===== src/rtl/seq_restoring_divider_pkg.sv =====
`default_nettype none
// ============================================================================
// Module   : div_pkg
// Purpose  : Shared state encoding and default width for the restoring divider.
// Revision : 1.0 - initial release
// ============================================================================
package div_pkg;

    localparam int DIV_WIDTH = 16;

    localparam logic [1:0] S_IDLE = 2'd0;
    localparam logic [1:0] S_CALC = 2'd1;
    localparam logic [1:0] S_DONE = 2'd2;

    typedef enum logic [1:0] {
        ST_IDLE = S_IDLE,
        ST_CALC = S_CALC,
        ST_DONE = S_DONE
    } div_state_t;

endpackage
`default_nettype wire


===== src/rtl/seq_restoring_divider_if.sv =====
`default_nettype none
// ============================================================================
// Module   : seq_restoring_divider_if
// Purpose  : Operand/result valid-ready bundle for the sequential divider.
// Revision : 1.0 - initial release
// ============================================================================
interface seq_restoring_divider_if #(
    parameter int WIDTH = div_pkg::DIV_WIDTH
);
    logic                 in_valid;
    logic                 in_ready;
    logic [2*WIDTH-1:0]   dividend;
    logic [WIDTH-1:0]     divisor;
    logic                 out_valid;
    logic                 out_ready;
    logic [WIDTH-1:0]     quotient;
    logic [WIDTH-1:0]     remainder;
    logic                 div_by_zero;
    logic                 overflow;

    modport master (
        output in_valid, dividend, divisor, out_ready,
        input  in_ready, out_valid, quotient, remainder, div_by_zero, overflow
    );

    modport slave (
        input  in_valid, dividend, divisor, out_ready,
        output in_ready, out_valid, quotient, remainder, div_by_zero, overflow
    );
endinterface
`default_nettype wire


===== src/rtl/seq_restoring_divider_step.sv =====
`default_nettype none
// ============================================================================
// Module   : div_step
// Purpose  : One combinational restoring-division step (shift in, trial subtract).
// Revision : 1.0 - initial release
// ============================================================================
module div_step #(
    parameter int WIDTH = 16
) (
    input  wire logic [WIDTH:0]   r,
    input  wire logic             next_bit,
    input  wire logic [WIDTH-1:0] divisor,
    output logic      [WIDTH:0]   r_next,
    output logic                  q_bit
);
    logic [WIDTH+1:0] w_trial;
    logic [WIDTH+1:0] w_diff;

    // r[WIDTH] is always 0 between steps, so the extra top bit only exposes
    // the borrow of the trial subtract: a set MSB means T < divisor.
    assign w_trial = {r, next_bit};
    assign w_diff  = w_trial - {2'b00, divisor};
    assign q_bit   = ~w_diff[WIDTH+1];
    assign r_next  = q_bit ? w_diff[WIDTH:0] : {r[WIDTH-1:0], next_bit};
endmodule
`default_nettype wire


===== src/rtl/seq_restoring_divider.sv =====
`default_nettype none
// ============================================================================
// Module   : seq_restoring_divider
// Purpose  : Sequential unsigned 2W/W restoring divider, one quotient bit/clock.
// Revision : 1.0 - initial release
// ============================================================================
module seq_restoring_divider
    import div_pkg::*;
#(
    parameter int WIDTH = DIV_WIDTH
) (
    input  wire logic               clk,
    input  wire logic               rst_n,
    seq_restoring_divider_if.slave  bus
);
    localparam int                  CNT_W       = $clog2(WIDTH);
    localparam logic [CNT_W-1:0]    c_cnt_init  = CNT_W'(WIDTH - 1);
    localparam logic [WIDTH-1:0]    c_sat_quot  = {WIDTH{1'b1}};

    div_state_t         r_state;
    div_state_t         w_state_next;
    logic [CNT_W-1:0]   r_cnt;
    logic [WIDTH:0]     r_rem;
    logic [WIDTH-1:0]   r_q;
    logic [WIDTH-1:0]   r_div;
    logic               r_out_valid;
    logic [WIDTH-1:0]   r_quotient;
    logic [WIDTH-1:0]   r_remainder;
    logic               r_dz;
    logic               r_ovf;

    logic               w_accept;
    logic               w_err_dz;
    logic               w_err_ovf;
    logic [WIDTH:0]     w_r_next;
    logic               w_q_bit;

    assign w_accept  = bus.in_valid && (r_state == ST_IDLE);
    assign w_err_dz  = (bus.divisor == '0);
    // A high half at or above the divisor means the quotient needs > WIDTH bits.
    assign w_err_ovf = !w_err_dz && (bus.dividend[2*WIDTH-1:WIDTH] >= bus.divisor);

    div_step #(.WIDTH(WIDTH)) u_step (
        .r        (r_rem),
        .next_bit (r_q[WIDTH-1]),
        .divisor  (r_div),
        .r_next   (w_r_next),
        .q_bit    (w_q_bit)
    );

    always_ff @(posedge clk or negedge rst_n) begin
        if (!rst_n) begin
            r_state <= ST_IDLE;
        end else begin
            r_state <= w_state_next;
        end
    end

    always_comb begin
        w_state_next = r_state;
        case (r_state)
            ST_IDLE: begin
                if (w_accept) begin
                    w_state_next = (w_err_dz || w_err_ovf) ? ST_DONE : ST_CALC;
                end
            end
            ST_CALC: begin
                if (r_cnt == '0) begin
                    w_state_next = ST_DONE;
                end
            end
            ST_DONE: begin
                if (bus.out_ready) begin
                    w_state_next = ST_IDLE;
                end
            end
            default: w_state_next = ST_IDLE;
        endcase
    end

    always_ff @(posedge clk or negedge rst_n) begin
        if (!rst_n) begin
            r_cnt       <= '0;
            r_rem       <= '0;
            r_q         <= '0;
            r_div       <= '0;
            r_out_valid <= 1'b0;
            r_quotient  <= '0;
            r_remainder <= '0;
            r_dz        <= 1'b0;
            r_ovf       <= 1'b0;
        end else begin
            case (r_state)
                ST_IDLE: begin
                    if (w_accept) begin
                        r_div <= bus.divisor;
                        r_rem <= {1'b0, bus.dividend[2*WIDTH-1:WIDTH]};
                        r_q   <= bus.dividend[WIDTH-1:0];
                        r_cnt <= c_cnt_init;
                        r_dz  <= w_err_dz;
                        r_ovf <= w_err_ovf;
                        if (w_err_dz || w_err_ovf) begin
                            r_quotient  <= c_sat_quot;
                            r_remainder <= bus.dividend[WIDTH-1:0];
                            r_out_valid <= 1'b1;
                        end
                    end
                end
                ST_CALC: begin
                    r_rem <= w_r_next;
                    r_q   <= {r_q[WIDTH-2:0], w_q_bit};
                    r_cnt <= r_cnt - 1'b1;
                    if (r_cnt == '0) begin
                        r_quotient  <= {r_q[WIDTH-2:0], w_q_bit};
                        r_remainder <= w_r_next[WIDTH-1:0];
                        r_out_valid <= 1'b1;
                    end
                end
                ST_DONE: begin
                    if (bus.out_ready) begin
                        r_out_valid <= 1'b0;
                    end
                end
                default: r_out_valid <= 1'b0;
            endcase
        end
    end

    assign bus.in_ready    = (r_state == ST_IDLE);
    assign bus.out_valid   = r_out_valid;
    assign bus.quotient    = r_quotient;
    assign bus.remainder   = r_remainder;
    assign bus.div_by_zero = r_dz;
    assign bus.overflow    = r_ovf;
endmodule
`default_nettype wire

===== src/flat_wrapper.sv =====
// flat-port wrapper written by rule: the top's interface ports become plain ports
module seq_restoring_divider_flat import div_pkg::*;
#(
    parameter int WIDTH = DIV_WIDTH
)
  (clk, rst_n, bus_in_valid, bus_dividend, bus_divisor, bus_out_ready, bus_in_ready, bus_out_valid, bus_quotient, bus_remainder, bus_div_by_zero, bus_overflow);
  seq_restoring_divider_if #(.WIDTH(WIDTH)) bus_i ();
  input  wire logic clk;
  input  wire logic rst_n;
  input wire logic [$bits(bus_i.in_valid)-1:0] bus_in_valid;
  input wire logic [$bits(bus_i.dividend)-1:0] bus_dividend;
  input wire logic [$bits(bus_i.divisor)-1:0] bus_divisor;
  input wire logic [$bits(bus_i.out_ready)-1:0] bus_out_ready;
  output wire logic [$bits(bus_i.in_ready)-1:0] bus_in_ready;
  output wire logic [$bits(bus_i.out_valid)-1:0] bus_out_valid;
  output wire logic [$bits(bus_i.quotient)-1:0] bus_quotient;
  output wire logic [$bits(bus_i.remainder)-1:0] bus_remainder;
  output wire logic [$bits(bus_i.div_by_zero)-1:0] bus_div_by_zero;
  output wire logic [$bits(bus_i.overflow)-1:0] bus_overflow;
  assign bus_i.in_valid = bus_in_valid;
  assign bus_i.dividend = bus_dividend;
  assign bus_i.divisor = bus_divisor;
  assign bus_i.out_ready = bus_out_ready;
  assign bus_in_ready = bus_i.in_ready;
  assign bus_out_valid = bus_i.out_valid;
  assign bus_quotient = bus_i.quotient;
  assign bus_remainder = bus_i.remainder;
  assign bus_div_by_zero = bus_i.div_by_zero;
  assign bus_overflow = bus_i.overflow;
  seq_restoring_divider #(.WIDTH(WIDTH)) u_core (.clk(clk), .rst_n(rst_n), .bus(bus_i));
endmodule

===== config.mk =====
export PLATFORM = sky130hd
export DESIGN_NAME = seq_restoring_divider_flat
export DESIGN_NICKNAME = d
export VERILOG_FILES = /design/src/rtl/seq_restoring_divider_pkg.sv /design/src/rtl/seq_restoring_divider_if.sv /design/src/rtl/seq_restoring_divider_step.sv /design/src/rtl/seq_restoring_divider.sv /design/src/flat_wrapper.sv
export SDC_FILE = /design/constraint.sdc
export NUM_CORES = 1
export LEC_CHECK = 0
export BUFFER_PORTS_ARGS = -buffer_cell sky130_fd_sc_hd__buf_2
export CAP_MARGIN = 20
export CORE_AREA = 2 2 99 101
export CTS_CLUSTER_SIZE = 25
export DETAILED_ROUTE_END_ITERATION = 16
export DIE_AREA = 0 0 101 103
export HOLD_SLACK_MARGIN = 0.02
export MAX_ROUTING_LAYER = met4
export PLACE_DENSITY = 0.79
export SYNTH_ARGS = -nofsm -noshare
export SYNTH_HDL_FRONTEND = slang
export SYNTH_SLANG_ARGS = --single-unit

===== constraint.sdc =====
create_clock -name clk -period 3.4 [get_ports clk]
set_clock_uncertainty 0.05 [all_clocks]
set_input_delay 0.34 -clock clk [delete_from_list [all_inputs] [get_ports clk]]
set_output_delay 0.34 -clock clk [all_outputs]
set_load 0.03 [all_outputs]

==> results.yml <==
status:
  status: "finished clean"
final_layout:
  mostFrequentLayoutCells: "nand2_1 (117), dfrtp_1 (90), buf_2 (86)"
  area_delta_synth_final_pct: 14.4
  drive_gt1_frac: 0.188
  antenna_cells: 0
  nNetsFinal: 764
  layout_commonest_cell: "nand2_1"
sta:
  period_share: 0.905
  fmax_mhz: 325
  rsz0062_at_grt: "false"
  fin_crit_ns: 3.08
  maxSlewViolCount: 0
  finalSetupViolCount: 0
  setup_ws_ns: 0.322
  worst_pin_slew_ns: 0.858
  finalSetupTns_ns: 0
  finalHoldViolations: 0
  relSlewSlack: 0.426
place:
  gp_congestion: 0.904
  port_buffers: 87
  post-place-ws_ns: 0.305
  dp_hpwl_mm: 10.3
setup_path:
  cp.required_ns: 3.58
  path_class: "flop to flop"
  r2r_slack_ns: 0.32
  cp.arrival_ns: 3.26
  r2r_cells: 12
  cp_num_buf_inv: 2
  reg2reg_from: "u_core.r_q[15]$_DFFE_PN0P_"
  crit_cells: 12
  cp-start-kind: "flop"
  critPathMaxFanout: 3
  startpoint: "u_core.r_q[15]$_DFFE_PN0P_"
  end_kind: "flop"
  slowest_stage: "fa_1"
  crit_path_end: "u_core.r_rem[16]$_DFFE_PN0P_"
  cpLargestDelayFamily: "compound AO/OA/AOI/OAI gates"
  crit_path_max_incr_delay_ns: 0.44
  cp_cell_sequence: "inv_1 -> ha_1 -> inv_1 -> fa_1 -> a211oi_2 -> o211ai_1 -> a222oi_1 -> nor2b_1 -> o21ai_0 -> a211oi_2 -> xnor2_1 -> o21ai_1"
  r2r_end: "u_core.r_rem[16]$_DFFE_PN0P_"
logic_synthesis:
  ys_seq_elements: 90
  synth.area.top_cells: "dfrtp_1 (43%), nand2_1 (8.5%), ha_1 (8.0%)"
  ys.flop_type: "dfrtp_1"
  yosysSeqAreaShare: 0.435
  syn_area_um2: 5180
  yosysTopAreaCellShare: 0.435
  synth_area_per_cell_um2: 8.64
  yosysUniqueCellTypes: 49
  synth-async-reset-ratio: 1.00
  synthCells: 600
  yosys_warnings: 0
  synth_top_area_cell: "dfrtp_1"
  synth-edff-count: 0
  syn-num-nets: 686
global_route:
  antenna_found_initial: 0
  grt-ovfl-total: 0
  grt_pass1_wl_mm: 22.1
  grt.total_usage: 0.283
  first_global_vias: 4561
  grt_start_max_net_pins: 55
routing:
  detail-route-antenna-nets: 0
  wl_per_cell_um: 17.2
  first_iter_violations: 267
  vias_per_cell: 5.84
  first_pass_iters: 7
  routed_wl_mm: 13.7
  drc: 0
  vias: 4652
clock_tree:
  h-tree-depth: 3
  clockBufferDepth: 2
  cts_made_buffers: 9
  cts_sinks: 90
  path_clk_slew_ns: 0.09
  cts_setup_buffers: 0
  cts_tree: "yes"
  clockRootBuffer: "clkbuf_8"
  clk_latency_ns: 0.37
floorplanning:
  initial_utilization: 0.548
  dieArea_um2: 10400
  core_um2: 9460
  row_count: 36
  die_y_um: 103
  io_pins: 88
  die_width_um: 101
job:
  max_cap_viol_count: 0
worst_hold_path:
  min_path_type: "primary input to flop"
==> synthesized netlist by cell type, drive strengths merged, types with 3 or more instances <==
library cell / instances
and4: 3
nor3: 8
xor2: 9
a31oi: 30
a21o: 15
nand4: 3
dfrtp: 90
nand2: 118
mux2i: 3
o31ai: 12
nor2: 56
o211ai: 7
a211oi: 17
nor4: 5
ha: 33
a22oi: 4
a21oi: 22
clkbuf: 22
nand2b: 7
xnor2: 10
nand3: 4
o21ai: 50
buf: 11
inv: 38
==> timing repair <==
item,CTS,global route
resized for setup,0,1
setup endpoints to repair,0,3
hold buffers,1,0
hold endpoints to repair,44,0
==> tightest hold or removal path, stage by stage <==
cell and delay [ns]:
buf_2 0.10, nand2_1 0.05, nand2_1 0.05
==> logic make-up (layout without fill, tap and decap cells) <==
family / count (synthesis) / after routing / synth area share
DFF: 90 / 90 / 0.435
buffers and inverters: 71 / 153 / 0.0563
and+or+nand+nor: 212 / 212 / 0.171
xor gates and xnor gates: 19 / 19 / 0.0336
adders and majority gates: 34 / 34 / 0.0835
muxes: 4 / 4 / 0.00797
AOI/OAI and AO/OA: 170 / 170 / 0.213
==> final cells by class <==
class                           count  area (um^2)
Timing Repair Buffer              100          538
Clock buffer                       10          128
Inverter                           38          143
Sequential cell                    90         2250
Multi-Input combinational cell    439         2670
Clock inverter                      5         56.3
Tap cell                          114          143
Fill cell                         854         3530
==> metrics by stage <==
stage | hold slack (ns) | area, um^2 | util | instances
global placement | 0.327 | 5730 | 0.606 | 780
CTS | 0.145 | 5920 | 0.626 | 796
global route | 0.170 | 5930 | 0.627 | 796
finish | 0.145 | 5930 | 0.627 | 796
detailed placement | 0.342 | 5730 | 0.606 | 780
floorplan | -0.00559 | 5180 | - | 600
==> worst min-delay path by stage <==
stage	to	slack (ns)	cells past startpoint	start
finish	u_core.r_div[0]$_DFFE_PN0P_	0.15	3	bus_divisor[0]
global route	u_core.r_div[0]$_DFFE_PN0P_	0.17	3	bus_divisor[0]
CTS	u_core.r_div[0]$_DFFE_PN0P_	0.14	3	bus_divisor[0]
detailed placement	u_core.r_div[3]$_DFFE_PN0P_	0.34	1	rst_n
global placement	u_core.r_div[2]$_DFFE_PN0P_	0.33	1	rst_n
floorplan	u_core.bus.div_by_zero$_DFFE_PN0P_	-0.006	0	rst_n
==> per-layer routing <==
layer,routed length (um),up-vias,global-route usage
met1,5720,2210,0.349
met5,0,-,-
met3,591,42,0.0407
met4,500,0,0.117
met2,6900,154,0.471
li1,-,2246,-
==> registers in the layout, summed over array words and instances (netlist names) <==
name,cells
u_core.r_q,16
u_core.bus.quotient,16
u_core.r_state,2
u_core.r_cnt,4
u_core.bus.div_by_zero,1
u_core.bus.overflow,1
u_core.r_div,16
u_core.bus.remainder,16
u_core.bus.out_valid,1
u_core.r_rem,17
Power is left out: the tool's default activity adds up to more than one toggle a clock period on the data nets, which glitch-free logic cannot reach.
